==> src/rtl/qdec_pkg.sv <==
// Shared types and the Gray-code transition decoder for quad_enc_decoder.
package qdec_pkg;

  typedef enum logic {S_INIT, S_TRACK} qdec_state_t;

  typedef logic [1:0] qphase_t;

  typedef enum logic [1:0] {D_NONE, D_UP, D_DOWN, D_ILLEGAL} qdec_move_t;

  // Phase word is {a,b}; clockwise order is 00 -> 10 -> 11 -> 01 -> 00.
  function automatic qdec_move_t qdec_decode(input qphase_t prev, input qphase_t cur);
    qdec_move_t m;
    m = D_DOWN;
    if (prev == cur) begin
      m = D_NONE;
    end else if ((prev ^ cur) == 2'b11) begin
      m = D_ILLEGAL;
    end else begin
      case ({prev, cur})
        4'b00_10, 4'b10_11, 4'b11_01, 4'b01_00: m = D_UP;
        default:                                m = D_DOWN;
      endcase
    end
    return m;
  endfunction

endpackage

==> src/rtl/qdec_filter.sv <==
// Per-phase input conditioning: 2-flop synchroniser, plus a stability filter
// when QDEC_FILTER_EN is defined (output follows only after FILT_LEN equal samples).
module qdec_filter
`ifdef QDEC_FILTER_EN
  #(parameter int FILT_LEN = 4)
`endif
(
  input  logic clk,
  input  logic rst_n,
  input  logic d,
  output logic q
);

  logic s1;
  logic s2;

  always_ff @(posedge clk or negedge rst_n) begin
    if (!rst_n) begin
      s1 <= 1'b0;
      s2 <= 1'b0;
    end else begin
      s1 <= d;
      s2 <= s1;
    end
  end

`ifdef QDEC_FILTER_EN
  localparam int CW = $clog2(FILT_LEN);

  logic [CW-1:0] cnt;

  // cnt counts consecutive edges on which s2 disagrees with q; any agreement restarts it.
  always_ff @(posedge clk or negedge rst_n) begin
    if (!rst_n) begin
      cnt <= '0;
      q   <= 1'b0;
    end else if (s2 == q) begin
      cnt <= '0;
    end else if (cnt == CW'(FILT_LEN - 1)) begin
      cnt <= '0;
      q   <= s2;
    end else begin
      cnt <= cnt + 1'b1;
    end
  end
`else
  assign q = s2;
`endif

endmodule

==> src/rtl/quad_enc_decoder.sv <==
// Quadrature encoder receiver: conditioned A/B phases, settle FSM, step decode and
// wrapping position counter. Optional glitch filter enabled by QDEC_FILTER_EN.
module quad_enc_decoder
  import qdec_pkg::*;
#(
  parameter int CNT_W    = 16,
  parameter int FILT_LEN = 4
) (
  input  logic             clk,
  input  logic             rst_n,
  input  logic             a,
  input  logic             b,
  input  logic             clr,
  output logic [CNT_W-1:0] count,
  output logic             step,
  output logic             dir,
  output logic             err
);

`ifdef QDEC_FILTER_EN
  localparam int SETTLE = 2 + FILT_LEN;
`else
  // FILT_LEN has no effect on timing without the filter.
  localparam int SETTLE = 2 + (FILT_LEN & 0);
`endif
  localparam int SC_W = $clog2(SETTLE + 1);

  logic        a_c;
  logic        b_c;
  qphase_t     cur;
  qphase_t     prev;
  qdec_state_t state;
  qdec_move_t  move;
  logic [SC_W-1:0] settle_cnt;

`ifdef QDEC_FILTER_EN
  qdec_filter #(.FILT_LEN(FILT_LEN)) u_filt_a (.clk(clk), .rst_n(rst_n), .d(a), .q(a_c));
  qdec_filter #(.FILT_LEN(FILT_LEN)) u_filt_b (.clk(clk), .rst_n(rst_n), .d(b), .q(b_c));
`else
  qdec_filter u_filt_a (.clk(clk), .rst_n(rst_n), .d(a), .q(a_c));
  qdec_filter u_filt_b (.clk(clk), .rst_n(rst_n), .d(b), .q(b_c));
`endif

  assign cur = {a_c, b_c};

  always_comb begin
    move = qdec_decode(prev, cur);
  end

  // prev follows cur in both states, so tracking starts from the phase present at settle end.
  always_ff @(posedge clk or negedge rst_n) begin
    if (!rst_n) begin
      state      <= S_INIT;
      settle_cnt <= '0;
      prev       <= 2'b00;
      count      <= '0;
      step       <= 1'b0;
      dir        <= 1'b0;
      err        <= 1'b0;
    end else begin
      step <= 1'b0;
      err  <= 1'b0;
      prev <= cur;
      case (state)
        S_INIT: begin
          if (settle_cnt == SC_W'(SETTLE)) begin
            state <= S_TRACK;
          end else begin
            settle_cnt <= settle_cnt + 1'b1;
          end
        end
        S_TRACK: begin
          case (move)
            D_UP: begin
              count <= count + CNT_W'(1);
              step  <= 1'b1;
              dir   <= 1'b1;
            end
            D_DOWN: begin
              count <= count - CNT_W'(1);
              step  <= 1'b1;
              dir   <= 1'b0;
            end
            D_ILLEGAL: err <= 1'b1;
            default: ;
          endcase
        end
        default: state <= S_INIT;
      endcase
      if (clr) begin
        count <= '0;
      end
    end
  end

endmodule
==> config.mk <==
export PLATFORM = sky130hd
export DESIGN_NAME = quad_enc_decoder
export DESIGN_NICKNAME = d
export VERILOG_FILES = /design/src/rtl/qdec_pkg.sv /design/src/rtl/qdec_filter.sv /design/src/rtl/quad_enc_decoder.sv
export SDC_FILE = /design/constraint.sdc
export NUM_CORES = 1
export LEC_CHECK = 0
export BUFFER_PORTS_ARGS = -buffer_cell sky130_fd_sc_hd__buf_2
export CAP_MARGIN = 20
export CORE_UTILIZATION = 40
export CTS_BUF_LIST = sky130_fd_sc_hd__clkbuf_8 sky130_fd_sc_hd__clkbuf_16
export CTS_CLUSTER_SIZE = 10
export DETAILED_ROUTE_END_ITERATION = 10
export GPL_ROUTABILITY_DRIVEN = 0
export MAX_ROUTING_LAYER = met4
export PLACE_DENSITY_LB_ADDON = 0.08
export SETUP_SLACK_MARGIN = 0.5
export SYNTH_ARGS = -nofsm -noshare
export SYNTH_HDL_FRONTEND = slang
export SYNTH_SLANG_ARGS = --single-unit
==> constraint.sdc <==
create_clock -name clk -period 3.3 [get_ports clk]
set_input_delay 0.33 -clock clk [delete_from_list [all_inputs] [get_ports clk]]
set_output_delay 0.33 -clock clk [all_outputs]
set_load 0.01 [all_outputs]
**Word level (Yosys, flattened, before mapping)**

Index checks and enable logic that the tools add are counted.

- Bits in registers: 28
- Bits of input ports: 5
- Output and inout bits: 19
- Logic and storage cells: 48

- Add/sub/neg operators: 3
- Eq/ne operators: 10
- Multiplexer cells: 13
- Bitwise gates (word level): 3
- Reduce and logical (&&, ||, !) cells: 8

Operators with widths:

| operator | number |
|---|---|
| $mux 16 | 2 |
| $pmux 16 s2 | 1 |
| $add 16x1->16 const B | 1 |
| $sub 16x1->16 const B | 1 |
| $eq 2x2->1 const B | 4 |
| $eq 4x4->1 const B | 2 |
| $mux 1 | 6 |
| $mux 2 | 3 |
| $reduce_and 2->1 | 3 |
| $eq 4x2->1 const B | 1 |
| $eq 4x3->1 const B | 1 |
| $reduce_bool 2->1 | 2 |
| $reduce_or 4->1 | 1 |
| $reduce_bool 3->1 | 1 |
| $add 2x1->2 const B | 1 |
| $eq 2x1->1 const B | 1 |
| $eq 2x2->1 | 1 |
| $not 1->1 | 2 |
| $pmux 1 s2 | 1 |
| $reduce_or 2->1 | 1 |
| $xor 2x2->2 | 1 |

**Logic depth before layout (Yosys ltp)**

Gate-level depths: netlist of the first run.

- Depth after elaboration: 9
- Mapped depth: 13

**Modules after synthesis**

A second synthesis of the first run with hierarchy kept.

- Cells, all modules: 197
- Area, all modules: 1,848.0 µm²

Modules (own cells, without submodules):

| module | times used | cells an instance | area each (µm²) |
|---|---|---|---|
| quad_enc_decoder | 1 | 193 | 1,747.9 |
| qdec_filter | 2 | 2 | 50.0 |

**Worst setup path after synthesis of the first run**

Ideal clock, no wire load.

- Path kind: reg2reg
- Start point: register u_filt_a.s2, in the netlist u_filt_a.q
- End point: register count[15]
- Library setup time: 0.125 ns
- Arrival time: 2.945 ns
- Data required time: 3.175 ns
- Path slack: 0.230 ns
- Cell stages (with the launch flop): 13
- Period minus slack after synthesis: 3.070 ns
- Path through: dfrtp_1 > clkbuf_1 > nor2_1 > a21o_1 > o21a_1 > ha_1 > ha_1 > a21o_1 > o21bai_1 > a311oi_1 > a21oi_1 > o21ai_1 > mux2_4

- Longest elaborated chain between the ends: 9
- Elaborated cells on any way between the ends: 18
- Classes of those cells: 8 x eq/ne; 6 x mux; 1 x bitwise; 3 x reduce/logical

Ends and longest elaborated chain:

| item | RTL line | RTL |
|---|---|---|
| start, declared | qdec_filter.sv:15 | `logic s2;` |
| start signal, assigned | qdec_filter.sv:20 | `s2 <= 1'b0;` |
| start signal, assigned | qdec_filter.sv:23 | `s2 <= s1;` |
| $eq 4x2->1 (tied with other cells) | qdec_pkg.sv:19 | `case ({prev, cur})` |
| $reduce_or 4->1 | qdec_pkg.sv:19 |  |
| $mux 2 | qdec_pkg.sv:19 |  |
| $mux 2 | qdec_pkg.sv:16 | `end else if ((prev ^ cur) == 2'b11) begin` |
| $mux 2 (*) | qdec_pkg.sv:14 | `if (prev == cur) begin` |
| $eq 2x2->1 or $eq 2x1->1 (tied branches) | quad_enc_decoder.sv:73 | `case (move)` |
| $pmux 16 s2 | quad_enc_decoder.sv:73 |  |
| $mux 16 | quad_enc_decoder.sv:64 | `case (state)` |
| $mux 16 | quad_enc_decoder.sv:90 | `if (clr) begin` |
| end signal, assigned | quad_enc_decoder.sv:75 | `count <= count + CNT_W'(1);` |
| end signal, assigned | quad_enc_decoder.sv:80 | `count <= count - CNT_W'(1);` |
| end, declared | quad_enc_decoder.sv:14 | `output logic [CNT_W-1:0] count,` |

Every way passes the cells marked *; elsewhere a longest branch is shown, timed or not. The select of a mux whose other input is x is not followed.
A chain may end at the register's enable or synchronous reset.

**Worst setup path in the final report of the first run**

Ends and elaborated chain as after synthesis.

==> impl_results.rst, run 1 <==
.. list-table::
   :header-rows: 1

   * - Metric
     - Value
   * - Diodes inserted
     - 0
   * - Area of the die
     - 0.004899 mm²
   * - H-Tree Level Count
     - 1
   * - Depth of the most critical reg-to-reg path
     - 11
   * - Floorplan die width
     - 70.00 µm
   * - Count of maximum capacitance violations
     - 0
   * - Overall Global Routing Usage
     - 19.86%
   * - Sort of element at the start of the critical path
     - flop
   * - Worst-path fanout max
     - 8
   * - Final HPWL from detailed placement
     - 2821 µm
   * - Unrepaired setup endpoints after global routing
     - yes
   * - Transition time at the pin with the least slew margin
     - 0.6819 ns
   * - Root Buffer Master
     - clkbuf_8
   * - Met3 track demand over resource
     - 2.453%
   * - Boundary pin count
     - 24
   * - Placeable core area
     - 0.004384 mm²
   * - Minimum clock period
     - 2.935 ns
   * - Power, Total
     - 1.059 mW
   * - Share of the clock period used by the worst path
     - 88.93%
   * - Cell Chain, Critical Path
     - mux2i_1, o21ai_2, ha_4, buf_4, ha_4, nand3_4, a211oi_4, o2111ai_2, and3_4, o21ai_2, mux2_4
   * - Synth Warn #
     - 0
   * - Aggregate routed wire length
     - 4614 µm
   * - Iter 0 DRT Violations
     - 53
   * - Final cell count without fillers
     - 286
   * - Routed vias/inst
     - 5.668
   * - Commonest cells after routing, fill and taps aside
     - dfrtp_1, buf_2, nand2_1
   * - Post-Synthesis Cell Area
     - 0.001849 mm²
   * - Nature of the critical path endpoint
     - flop
   * - Worst-case headroom to the max-slew limit
     - 54.54%
   * - Fin. max-slew vios
     - 0
   * - Final instance area
     - 0.002439 mm²
   * - Clock sink count
     - 28
   * - Global route hottest layer
     - met2
   * - Global routing met1 resource utilization
     - 23.92%
   * - Via count of the first global-routing pass
     - 1572
   * - Synthesized Nets
     - 220
   * - Commonest non-fill, non-tap cell in the layout
     - dfrtp_1
   * - Post-cts hold buffer count
     - 0
   * - P per Cell Area
     - 434.4 mW/mm²
   * - Number of unique standard cell types used by synthesis
     - 49
   * - Layout cells sized above 1
     - 37.18%
   * - Sequential fraction of the synthesis area
     - 37.89%
   * - Drt first pass iters
     - 4
   * - Synth-to-Final Area Change
     - 31.87%
   * - Number of antenna violations at the first check in global routing
     - 0
   * - CP Data Arrival Time
     - 3.11 ns
   * - Worst Hold Class
     - input pin to async pin
   * - Final sum of negative setup slack
     - 0 ns
   * - Global-route met2 utilization
     - 34.40%
   * - Placed Cells incl. Taps
     - 267
   * - Peak VDD IR
     - 0.0001894 V
   * - Global-route wire length before repair
     - 7479 µm
   * - Status
     - finished clean
   * - Maximum single-stage delay on the critical path
     - 0.45 ns
   * - Die height
     - 70.00 µm
   * - Maximum buffer depth of the clock tree
     - 2
   * - Vias
     - 1621
   * - Crit Path Class
     - flop to flop
   * - Count of buffers inserted at the top-level ports
     - 23
   * - Pin count of the biggest net entering global routing
     - 29
   * - Synthesis-stage register bit count
     - 28
   * - Highest Clock Rate
     - 0.3408 GHz
   * - Clock tree from TritonCTS
     - yes
   * - Clk pin slew, worst setup/hold paths
     - 0.10 ns
   * - Cell count after synthesis
     - 197
   * - TritonCTS Buffers
     - 3
   * - Hold violation count in the final report
     - 0
   * - Final-stage net count
     - 258
   * - Worst clock skew
     - 0.003153 ns
   * - Number of flops mapped to enable cells by yosys
     - 0
   * - Rows
     - 24
   * - Overflow left after global routing
     - 0
   * - Instance area at placement
     - 0.002027 mm²
   * - Worst Path Required
     - 3.48 ns
   * - Standby leakage power
     - 1.103 nW
   * - Effective utilization at floorplan
     - 42.18%
   * - Routed wire length per instance
     - 16.13 µm
   * - Post-detailed-route DRC marker count
     - 0
   * - Endpoints failing setup
     - 0
   * - Clock latency on the worst-skew pair
     - 0.29 ns
   * - Fraction of registers with async set or reset after synthesis
     - 100.0%
   * - Primary flip-flop cell chosen by synthesis mapping
     - dfrtp_1
   * - Antenna Violating Nets Remaining
     - 0
   * - Per-instance average area after synthesis
     - 9.387 µm²
   * - Cell with the largest stage delay on the worst path
     - dfrtp_2
==> power breakdown <==
part | internal, mW | switching [mW] | total (mW) | leakage (nW)
clock | 0.163 | 0.119 | 0.281 | 0.0357
combinational | 0.172 | 0.194 | 0.366 | 0.716
sequential | 0.376 | 0.0366 | 0.412 | 0.351
total | 0.710 | 0.349 | 1.06 | 1.10
==> flip-flops by register name (all words and copies together), names as in the netlist <==
| name | cells |
|---|---|
| count | 16 |
| prev | 2 |
| settle_cnt | 2 |
| dir | 1 |
| err | 1 |
| state | 1 |
| step | 1 |
| u_filt_a.q | 1 |
| u_filt_a.s1 | 1 |
| u_filt_b.q | 1 |
| u_filt_b.s1 | 1 |
==> per-layer routing <==
metal | wire, µm | share of wire [%]
met5 | 0 | 0
met1 | 2045 | 44
met3 | 141 | 3.1
met2 | 2347 | 51
met4 | 79 | 1.7
==> stage by stage <==
| step | utilization [%] | hold WS [ns] | setup WS, ns |
|---|---|---|---|
| floorplan | - | 0.03441 | 0.5170 |
| global placement | 46.23 | 0.3328 | 0.3194 |
| detailed placement | 46.23 | 0.3410 | 0.2399 |
| CTS | 53.65 | 0.08726 | 0.4781 |
| global route | 55.62 | 0.1128 | 0.2823 |
| finish | 55.62 | 0.07003 | 0.3655 |
==> cell families (layout without fill, tap and decap cells) <==
logic type,count (synthesis),after routing,share of synthesized area [%]
buf+inv,14,51,2.842
simple gates,62,62,16.58
fa+ha+maj,18,18,12.58
compound gates,63,63,23.88
flops,28,28,37.89
xor+xnor,9,9,4.263
mux,3,3,1.962
==> worst max-delay path: cells and delay by family (launching register included) <==
family | cells | cell delay, ns
AOI/OAI and AO/OA | 4 | 0.79
buffers and inverters | 1 | 0.15
muxes | 2 | 0.62
and+or+nand+nor | 2 | 0.31
DFF | 1 | 0.45
adders and majority gates | 2 | 0.50
==> cell usage after synthesis, drive strengths merged (3+ instances only) <==
| cell type | count | area, µm² |
|---|---|---|
| xor2 | 3 | 26.28 |
| clkbuf | 5 | 18.77 |
| nor2 | 10 | 37.54 |
| and3 | 4 | 25.02 |
| nand3 | 5 | 30.03 |
| xnor2 | 6 | 52.55 |
| nand2 | 23 | 86.33 |
| dfrtp | 28 | 700.7 |
| o21a | 4 | 30.03 |
| a21o | 8 | 60.06 |
| nor3 | 3 | 15.01 |
| ha | 17 | 212.7 |
| nor2b | 6 | 37.54 |
| inv | 8 | 30.03 |
| o21ai | 10 | 50.04 |
| a21oi | 22 | 113.9 |
==> area by class of cell <==
class                           count  area (µm²)
Timing Repair Buffer               39       242.7
Tap cell                           52       65.06
Fill cell                         378        1946
Clock inverter                      1       30.03
Inverter                            8       30.03
Clock buffer                        3       41.29
Sequential cell                    28       703.2
Multi-Input combinational cell    155        1326
==> what timing repair did <==
item / 4_1_cts / 5_1_grt
pin swaps: 12 / 10
resized for setup: 33 / 10
setup buffers: 10 / 5
endpoints found under the setup margin: 7 / 6
==> worst paths after layout <==
path                                            start                     to  slack, ns
worst max-delay path             u_filt_a.q$_DFF_PN0_  count[15]$_DFFE_PN0P_       0.37
worst min-delay path                            rst_n   count[5]$_DFFE_PN0P_       0.07
worst max register to register   u_filt_a.q$_DFF_PN0_  count[15]$_DFFE_PN0P_       0.37
worst min register to register  u_filt_a.s1$_DFF_PN0_   u_filt_a.q$_DFF_PN0_       0.36
max in group asynchronous                       rst_n   u_filt_a.q$_DFF_PN0_       2.75
min in group clk                                    a  u_filt_a.s1$_DFF_PN0_       0.14
No activity file was read; power rests on OpenSTA's default activity.
==> run 2, diff against run 1 <==
==> constraint.sdc (replaced) <==
create_clock -name clk -period 2.9 [get_ports clk]
set_input_delay 0.29 -clock clk [delete_from_list [all_inputs] [get_ports clk]]
set_output_delay 0.29 -clock clk [all_outputs]
set_load 0.01 [all_outputs]
==> run 2 against run 1 <==
Net effect: cell count up 4.5%; worst setup slack worse by 0.34 ns; design area up 7.6%; combinational power up 29%; sequential power up 14%; register-to-register slack worse by 0.34 ns; die area unchanged; flip-flop and latch count unchanged; clock-buffer cell count unchanged; critical path type unchanged; highest routed layer unchanged.
==> impl_results.rst, run 2 (synthesis gave the netlist of run 1 again) <==
.. list-table::
   :header-rows: 1

   * - Metric
     - Value
   * - Status
     - finished clean
   * - Maximum buffer depth of the clock tree
     - 2
   * - Overflow left after global routing
     - 0
   * - Die height
     - 70.00 µm
   * - Worst clock skew
     - 0.01135 ns
   * - Rows
     - 24
   * - Boundary pin count
     - 24
   * - Nature of the critical path endpoint
     - flop
   * - Clock sink count
     - 28
   * - Iter 0 DRT Violations
     - 71
   * - Share of the clock period used by the worst path
     - 99.03%
   * - Cell Chain, Critical Path
     - nor2b_4, o21ai_2, o21ai_2, ha_4, buf_12, buf_12, ha_4, a21o_1, o21bai_4, a311oi_2, and3_4, o21ai_2, mux2_4
   * - Flip-flop count of the largest register, all copies and words added
     - 16
   * - Clk pin slew, worst setup/hold paths
     - 0.11 ns
   * - Largest regs
     - count: 16 flops, prev: 2 flops, settle_cnt: 2 flops
   * - Area used by sequential logic in the layout
     - 704.4 µm²
   * - Transition time at the pin with the least slew margin
     - 0.6514 ns
   * - Worst reg2reg startpoint
     - u_filt_a.q$_DFF_PN0_
   * - Minimum clock period
     - 2.872 ns
   * - Cell with the largest stage delay on the worst path
     - dfrtp_2
   * - Overall Global Routing Usage
     - 21.75%
   * - Root Buffer Master
     - clkbuf_8
   * - Final instance area
     - 0.002625 mm²
   * - Clock tree from TritonCTS
     - yes
   * - CP Data Arrival Time
     - 3.05 ns
   * - Number of antenna violations at the first check in global routing
     - 0
   * - Depth of the most critical reg-to-reg path
     - 13
   * - Worst-case headroom to the max-slew limit
     - 56.57%
   * - Comb power frac
     - 37.5%
   * - Routed wire length per instance
     - 16.48 µm
   * - Routed vias/inst
     - 5.515
   * - # fillers
     - 361
   * - Register ranked first by flip-flop count
     - count
   * - Worst slack on hold paths
     - 0.01490 ns
   * - Peak VDD IR
     - 0.0002402 V
   * - Via count of the first global-routing pass
     - 1715
   * - Hold violation count in the final report
     - 0
   * - Global-route wire length before repair
     - 8204 µm
   * - Sort of element at the start of the critical path
     - flop
   * - Floorplan die width
     - 70.00 µm
   * - Standby leakage power
     - 1.188 nW
   * - Effective utilization at floorplan
     - 42.18%
   * - Diodes inserted
     - 0
   * - Worst setup endpoint
     - count[15]$_DFFE_PN0P_
   * - Multi-input gate area in the final layout
     - 0.001385 mm²
   * - Placeable core area
     - 0.004384 mm²
   * - Unrepaired setup endpoints after global routing
     - yes
   * - Highest Clock Rate
     - 0.3482 GHz
   * - Power, Total
     - 1.260 mW
   * - H-Tree Level Count
     - 1
   * - Count of buffers inserted at the top-level ports
     - 23
   * - Worst Path Required
     - 3.08 ns
   * - Cell repeated most along the worst path
     - o21ai_2
   * - Clock latency on the worst-skew pair
     - 0.29 ns
   * - Clock network power share
     - 25.3%
   * - Endpoints failing setup
     - 0
   * - Placed Cells incl. Taps
     - 278
   * - P per Cell Area
     - 479.9 mW/mm²
   * - Fin. max-slew vios
     - 0
   * - Switching component of the power
     - 0.4154 mW
   * - Commonest cells after routing, fill and taps aside
     - dfrtp_1, buf_4, buf_2
   * - Area of the die
     - 0.004899 mm²
   * - Post-detailed-route DRC marker count
     - 0
   * - Final HPWL from detailed placement
     - 3182 µm
   * - Sequential share of power
     - 37.2%
   * - Drt first pass iters
     - 4
   * - Antenna Violating Nets Remaining
     - 0
   * - Post-cts hold buffer count
     - 0
   * - Worst-path fanout max
     - 7
   * - Count of maximum capacitance violations
     - 0
   * - Maximum single-stage delay on the critical path
     - 0.49 ns
   * - Vias
     - 1649
   * - Pin count of the biggest net entering global routing
     - 29
   * - Instance area at placement
     - 0.002193 mm²
   * - Crit Path Class
     - flop to flop
   * - Internal cell power
     - 0.8445 mW
   * - TritonCTS Buffers
     - 3
   * - Terminus of the critical flop-to-flop path
     - count[15]$_DFFE_PN0P_
   * - Final cell count without fillers
     - 299
   * - Switching Fraction
     - 32.97%
   * - Synth-to-Final Area Change
     - 41.95%
   * - Final-stage net count
     - 271
   * - Setup crit start
     - u_filt_a.q$_DFF_PN0_
   * - Aggregate routed wire length
     - 4928 µm
   * - Worst Hold Class
     - input pin to async pin
   * - Layout cells sized above 1
     - 45.34%
   * - Setup slack of the most critical reg-to-reg path
     - 0.03 ns
## run 2: worst max-delay path: cells and delay by family, from the launching register on
kind | cells | cell delay (ns)
adders and majority gates | 2 | 0.45
muxes | 1 | 0.30
DFF | 1 | 0.49
buffers and inverters | 2 | 0.25
AOI/OAI and AO/OA | 6 | 0.88
and+or+nand+nor | 2 | 0.38
## run 2: worst min path at each step
stage | slack, ns | cells after the start | startpoint | end
CTS | 0.04 | 1 | rst_n | count[5]$_DFFE_PN0P_
global placement | 0.33 | 0 | u_filt_b.s1$_DFF_PN0_ | u_filt_b.q$_DFF_PN0_
floorplan | -0.006 | 0 | rst_n | count[0]$_DFFE_PN0P_
detailed placement | 0.35 | 0 | u_filt_b.s1$_DFF_PN0_ | u_filt_b.q$_DFF_PN0_
global route | 0.07 | 1 | rst_n | count[6]$_DFFE_PN0P_
finish | 0.01 | 1 | rst_n | count[6]$_DFFE_PN0P_
## run 2: timing repair
item                                    4_1_cts  5_1_grt
pin swaps                                    21        7
buffers inserted                             15        2
endpoints found under the setup margin       12       13
gates cloned                                  0        0
resized for setup                            30       17
## run 2: power by group through the flow
stage,Sequential (mW),Clock (mW),Combinational [mW]
2_1_floorplan,0.482,0,0.245
3_3_place_gp,0.469,0,0.373
3_5_place_dp,0.471,0,0.383
4_1_cts,0.468,0.329,0.446
5_1_grt,0.474,0.348,0.515
6_report,0.468,0.319,0.472
## run 2: final cells by class
cell class,instances,share of cell area [%]
clock buffers,3,1.573
repair buffers,52,14.06
clock inverters,1,1.144
well taps,52,2.479
flip-flops and latches,28,26.84
inverters,8,1.144
multi-input cells,155,52.76
## run 2: stage by stage
step / TNS [ns] / utilization, % / setup slack [ns]
2_1_floorplan: 0 / - / 0.1719
4_1_cts: 0 / 58.16 / 0.06496
5_1_grt: -0.2095 / 59.87 / -0.07373
6_report: 0 / 59.87 / 0.02806
3_3_place_gp: 0 / 50.03 / 0.02520
3_5_place_dp: -0.2163 / 50.03 / -0.1215
## run 2: per-layer routing
layer / routed length, µm / vias to the layer above / GRT usage, %
met4: 91 / 0 / 8.000
met2: 2570 / 33 / 37.82
met1: 2137 / 797 / 25.71
met3: 129 / 10 / 2.742
li1: - / 809 / -
met5: 0 / - / -
